$ cat src/rtl/neuron_pkg.sv
// Shared types and constants for the time-multiplexed neuron family.
package neuron_pkg;

  typedef enum logic [1:0] {
    ACT_LIN   = 2'b00,
    ACT_RELU  = 2'b01,
    ACT_LEAKY = 2'b10,
    ACT_RSVD  = 2'b11
  } act_mode_t;

  typedef enum logic {
    S_IDLE = 1'b0,
    S_MAC  = 1'b1
  } state_t;

  localparam int unsigned LEAKY_SHIFT = 3;

endpackage

$ cat src/rtl/neuron_act.sv
// Combinational clamp of a wide accumulator to signal width, then activation.
module neuron_act
  import neuron_pkg::*;
#(
  parameter int ACC_SIZE = 24,
  parameter int SIG_SIZE = 16
) (
  input  logic signed [ACC_SIZE-1:0] acc,
  input  act_mode_t                  mode,
  output logic signed [SIG_SIZE-1:0] result
);

  logic                       ovf;
  logic signed [SIG_SIZE-1:0] clamped;

  always_comb begin
    // Overflow when the bits above the signal's sign bit are not pure sign extension
    ovf = (acc[ACC_SIZE-1:SIG_SIZE-1] != {(ACC_SIZE-SIG_SIZE+1){acc[ACC_SIZE-1]}});
    if (ovf)
      clamped = acc[ACC_SIZE-1] ? {1'b1, {(SIG_SIZE-1){1'b0}}}
                                : {1'b0, {(SIG_SIZE-1){1'b1}}};
    else
      clamped = acc[SIG_SIZE-1:0];

    result = clamped;
    case (mode)
      ACT_RELU:  if (clamped[SIG_SIZE-1]) result = '0;
      ACT_LEAKY: if (clamped[SIG_SIZE-1]) result = clamped >>> LEAKY_SHIFT;
      default:   result = clamped;
    endcase
  end

endmodule

$ cat src/rtl/neuron_mac_seq.sv
// Time-multiplexed Q1.15 neuron: bias + sum(x[i]*W[i]) over NUM_INPUTS cycles,
// saturating accumulator, selectable activation. State updates on the falling edge.
module neuron_mac_seq
  import neuron_pkg::*;
#(
  parameter int SIG_SIZE    = 16,
  parameter int WEIGHT_SIZE = 16,
  parameter int FRAC_BITS   = 15,
  parameter int NUM_INPUTS  = 3,
  parameter int ACC_SIZE    = 24
) (
  input  logic                            CLOCK_N,
  input  logic                            RESET_N,
  input  logic [SIG_SIZE*NUM_INPUTS-1:0]  NEURON_IN,
  input  logic                            IN_VALID,
  output logic                            IN_READY,
  input  logic [1:0]                      ACT_MODE,
  input  logic                            WB_EN,
  input  logic [$clog2(NUM_INPUTS+1)-1:0] WB_ADDR,
  input  logic [WEIGHT_SIZE-1:0]          WB_DATA,
  output logic                            OUT_VALID,
  output logic [SIG_SIZE-1:0]             NEURON_OUT
);

  localparam int ADDR_W = $clog2(NUM_INPUTS+1);
  localparam int PROD_W = SIG_SIZE + WEIGHT_SIZE;
  localparam int SUM_W  = ((ACC_SIZE > PROD_W) ? ACC_SIZE : PROD_W) + 1;

  if (ACC_SIZE < SIG_SIZE + $clog2(NUM_INPUTS+1) + 1) begin : g_acc_too_narrow
    $error("neuron_mac_seq: ACC_SIZE too small for SIG_SIZE/NUM_INPUTS");
  end

  state_t                        state, state_nxt;
  act_mode_t                     mode_q;
  logic signed [SIG_SIZE-1:0]    x_q [NUM_INPUTS];
  logic signed [WEIGHT_SIZE-1:0] w_q [NUM_INPUTS];
  logic signed [WEIGHT_SIZE-1:0] bias_q, bias_eff;
  logic signed [ACC_SIZE-1:0]    acc_q, acc_nxt;
  logic [ADDR_W-1:0]             idx_q;
  logic                          accept, last, wb_ok, wb_bias, sum_ovf;
  logic signed [PROD_W-1:0]      prod, prod_sh;
  logic signed [SUM_W-1:0]       sum;
  logic signed [SIG_SIZE-1:0]    act_out;
  logic [SIG_SIZE-1:0]           out_q;
  logic                          valid_q;

  always_ff @(negedge CLOCK_N) begin
    if (!RESET_N) state <= S_IDLE;
    else          state <= state_nxt;
  end

  always_comb begin
    state_nxt = state;
    case (state)
      S_IDLE:  if (IN_VALID) state_nxt = S_MAC;
      S_MAC:   if (last)     state_nxt = S_IDLE;
      default: state_nxt = S_IDLE;
    endcase
  end

  always_comb begin
    accept   = (state == S_IDLE) && IN_VALID;
    last     = (state == S_MAC) && (idx_q == ADDR_W'(NUM_INPUTS-1));
    wb_ok    = WB_EN && (state == S_IDLE);
    wb_bias  = wb_ok && (WB_ADDR == ADDR_W'(NUM_INPUTS));
    // A bias write on the acceptance edge must already seed the accumulator
    bias_eff = wb_bias ? signed'(WB_DATA) : bias_q;

    prod    = x_q[idx_q] * w_q[idx_q];
    prod_sh = prod >>> FRAC_BITS;
    sum     = SUM_W'(acc_q) + SUM_W'(prod_sh);
    sum_ovf = (sum[SUM_W-1:ACC_SIZE-1] != {(SUM_W-ACC_SIZE+1){sum[SUM_W-1]}});
    if (sum_ovf)
      acc_nxt = sum[SUM_W-1] ? {1'b1, {(ACC_SIZE-1){1'b0}}}
                             : {1'b0, {(ACC_SIZE-1){1'b1}}};
    else
      acc_nxt = sum[ACC_SIZE-1:0];
  end

  // The final product and the activation land on the same edge
  neuron_act #(
    .ACC_SIZE (ACC_SIZE),
    .SIG_SIZE (SIG_SIZE)
  ) u_act (
    .acc    (acc_nxt),
    .mode   (mode_q),
    .result (act_out)
  );

  always_ff @(negedge CLOCK_N) begin
    if (!RESET_N) begin
      acc_q   <= '0;
      idx_q   <= '0;
      bias_q  <= '0;
      mode_q  <= ACT_LIN;
      out_q   <= '0;
      valid_q <= 1'b0;
      for (int unsigned i = 0; i < NUM_INPUTS; i++) begin
        w_q[i] <= '0;
        x_q[i] <= '0;
      end
    end else begin
      valid_q <= last;
      if (wb_bias)
        bias_q <= WB_DATA;
      else if (wb_ok && (WB_ADDR < ADDR_W'(NUM_INPUTS)))
        w_q[WB_ADDR] <= WB_DATA;

      if (accept) begin
        for (int unsigned i = 0; i < NUM_INPUTS; i++)
          x_q[i] <= NEURON_IN[i*SIG_SIZE +: SIG_SIZE];
        mode_q <= act_mode_t'(ACT_MODE);
        acc_q  <= ACC_SIZE'(bias_eff);
        idx_q  <= '0;
      end else if (state == S_MAC) begin
        acc_q <= acc_nxt;
        if (last) begin
          idx_q <= '0;
          out_q <= act_out;
        end else begin
          idx_q <= idx_q + 1'b1;
        end
      end
    end
  end

  assign IN_READY   = (state == S_IDLE);
  assign OUT_VALID  = valid_q;
  assign NEURON_OUT = out_q;

endmodule
$ cat config.mk
export PLATFORM = sky130hd
export DESIGN_NAME = neuron_mac_seq
export DESIGN_NICKNAME = d
export VERILOG_FILES = /design/src/rtl/neuron_pkg.sv /design/src/rtl/neuron_act.sv /design/src/rtl/neuron_mac_seq.sv
export SDC_FILE = /design/constraint.sdc
export NUM_CORES = 1
export LEC_CHECK = 0
export ABC_AREA = 1
export BUFFER_PORTS_ARGS = -buffer_cell sky130_fd_sc_hd__buf_2
export CAP_MARGIN = 30
export CORE_ASPECT_RATIO = 2
export CORE_MARGIN = 1.5
export CORE_UTILIZATION = 50
export CTS_BUF_LIST = sky130_fd_sc_hd__clkbuf_8
export CTS_CLUSTER_SIZE = 14
export DETAILED_ROUTE_END_ITERATION = 7
export PLACE_DENSITY = 0.78
export SETUP_SLACK_MARGIN = 0.15
export SYNTH_ARGS = -nofsm -noshare
export SYNTH_HDL_FRONTEND = slang
export SYNTH_SLANG_ARGS = --single-unit
$ cat constraint.sdc
create_clock -name CLOCK_N -period 20.5 [get_ports CLOCK_N]
set_clock_uncertainty 0.1 [all_clocks]
set_input_delay 0 -clock CLOCK_N [delete_from_list [all_inputs] [get_ports CLOCK_N]]
set_output_delay 0 -clock CLOCK_N [all_outputs]
set_load 0.01 [all_outputs]
==> flow_metrics.env <==
export IMPL_status="complete, no violations"
export IMPL_setup_tns_ns=0
export IMPL_yosys_area_share_simple=0.208
export IMPL_initial_core_util=0.507
export IMPL_cap_violations=0
export IMPL_final_antenna_net_count=0
export IMPL_crit_chain="buf_2 -> nand2_1 -> nor2_1 -> nand2_1 -> nand2_1"
export IMPL_area_growth_pct=10.9
export IMPL_tightest_slew_ns=1.06
export IMPL_wire_per_inst_um=18.5
export IMPL_synth_area_leader_cell="fa_1"
export IMPL_synth_top_area_frac=0.272
export IMPL_syn_cell_area_um2=19300
export IMPL_via_per_inst=5.34
export IMPL_worst_path_largest_cell_delay_ns=0.75
export IMPL_r2r_slack_ns=8.99
export IMPL_async_flop_share=0
export IMPL_synthMuxAreaShare=0
export IMPL_stdcell_area_um2=21400
export IMPL_yosysMostFrequentCell="inv_1"
export IMPL_crit_path_start_kind="input port"
export IMPL_clock_latency_ns=0.49
export IMPL_antenna_found_initial=0
export IMPL_slowest_stage="nand2_1"
export IMPL_grt_pass1_vias=18307
export IMPL_synth_flop_cell="edfxtp_1"
export IMPL_cp_max_fo=20
export IMPL_wirelength_um=59100
export IMPL_cts_resized=0
export IMPL_grt_use_total=0.310
export IMPL_placedInstanceArea_um2=20400
export IMPL_layoutNonFillerInstCount=3193
export IMPL_cts_sinks=176
export IMPL_grt_overflow=0
export IMPL_cts_root_buf="clkbuf_8"
export IMPL_synth_seq_cells=176
export IMPL_crit_top_cell="nand2_1"
export IMPL_synthCells=2410
export IMPL_synth_top_family_by_area="adder cells"
export IMPL_cts_tree="done"
export IMPL_cts_hold_buf=0
export IMPL_yosysUniqueCellTypes=45
export IMPL_h_tree_depth=4
export IMPL_core_area_um2=38000
export IMPL_chipHeight_um=281
export IMPL_hold_start="NEURON_OUT[2]"
export IMPL_avgSynthCellArea_um2=8.01
export IMPL_layout_drive_gt1_share=0.0751
export IMPL_synth_adder_area_share=0.342
export IMPL_synth_compound_gate_area_share=0.0737
export IMPL_drt_pass1_iterations=6
export IMPL_dieArea_um2=39900
export IMPL_ios=90
export IMPL_path_clk_slew_ns=0.04
export IMPL_netlist_top_cells_area="fa_1 (27%), edfxtp_1 (17%), inv_1 (10%)"
export IMPL_crit_type="input port to flop"
export IMPL_hold_viol=0
export IMPL_diodes=0
export IMPL_hold_path_class="flop to flop"
export IMPL_critical_path_arrival_ns=1.82
export IMPL_synth_top_cells_by_count="inv_1 (521), nand2_1 (492), nor2_1 (324)"
export IMPL_cp_required_ns=10.24
export IMPL_io_buffers=89
export IMPL_grt_pass1_wl_um=92700
export IMPL_maxSlewHeadroom=0.287
export IMPL_synth_xor_area_frac=0.0172
export IMPL_setup_violations=0
export IMPL_endpoint_kind="flop"
export IMPL_fin_nets=3109
export IMPL_die_x_um=142
export IMPL_clock_path_buffers=2
export IMPL_synth_edf_count=112
export IMPL_drv_slew=0
export IMPL_first_iter_violations=1062
export IMPL_cp_startpoint="RESET_N"
export IMPL_place_congestion=1.02
export IMPL_dpl_hpwl_um=47500
export IMPL_drc=0
export IMPL_post_cts_setup_buffers=0
export IMPL_place_inst=2986
export IMPL_cts_made_buffers=17
export IMPL_synth_seq_area_share=0.241
export IMPL_num_rows=101
export IMPL_vias=17039
export IMPL_yosys_warnings=0
export IMPL_grt_max_degree=58
export IMPL_rsz0062_at_grt="false"
-- registers in the layout, indices dropped and copies added, names as in the netlist, named ones only --
register and count:
mode_q 2, w_q 64, OUT_VALID 1, idx_q 2, bias_q 16, x_q 48
NEURON_OUT 16, acc_q 24, state 1
-- placed cells by master, fill, tap and decap left out, drive strengths merged, types with 2 or more instances in the layout --
cell type,netlist,layout
ha,109,109
nor3,7,7
nand3,76,76
nand3b,4,4
o21ai,76,76
xor2,21,21
clkinv,7,11
nand4,17,17
o21bai,2,2
clkinvlp,0,3
nor3b,2,2
buf,22,119
inv,521,702
o211ai,21,21
a31oi,14,14
nand2,509,509
nor2,330,330
dfxtp,64,64
edfxtp,112,112
a32oi,15,15
fa,262,262
o21a,4,4
o31ai,2,2
o22ai,4,4
a21oi,107,107
and2,4,4
or2,25,25
xnor2,17,17
clkbuf,50,17
conb,1,16
-- worst paths after layout --
kind	endpoint	cells past startpoint
max	w_q[1][10]	5
min	NEURON_OUT[2]	2
max reg2reg	NEURON_OUT[2]	42
min reg2reg	NEURON_OUT[2]	2
-- worst max-delay path: cells and delay by family --
family,cells,cell delay [ns]
buffers and inverters,1,0.33
AND/OR/NAND/NOR,4,1.47
-- routing by layer --
layer  track usage  part of all wire
met2         0.575              0.54
met4         0.301              0.11
met1         0.272              0.30
met5             0                 0
met3        0.0544             0.050
-- through the flow --
| step | worst slack (ns) | hold slack (ns) | utilization |
|---|---|---|---|
| 5_1_grt | 8.34 | 0.382 | 0.563 |
| 3_5_place_dp | 7.97 | 0.358 | 0.535 |
| 4_1_cts | 8.45 | 0.363 | 0.562 |
| 6_report | 8.42 | 0.362 | 0.563 |
| 2_1_floorplan | 8.34 | 0.360 | - |
| 3_3_place_gp | 8.04 | 0.349 | 0.535 |
-- layout make-up --
| cell class | count | area (um^2) |
|---|---|---|
| clock buffer | 17 | 234 |
| tap | 515 | 644 |
| inverter | 527 | 1980 |
| multi-input combinational | 1649 | 12400 |
| sequential | 176 | 4640 |
| fill | 3463 | 16600 |
| clock inverter | 190 | 796 |
| timing repair buffer | 119 | 683 |
-- logic make-up after synthesis --
family	count (synthesis)
other	1
DFF	176
AOI/OAI and AO/OA	249
and+or+nand+nor	975
buffers and inverters	600
adders and majority gates	371
xor gates and xnor gates	38
Power is left out: the tool's default activity adds up to more than one toggle a clock period on the data nets, which glitch-free logic cannot reach.
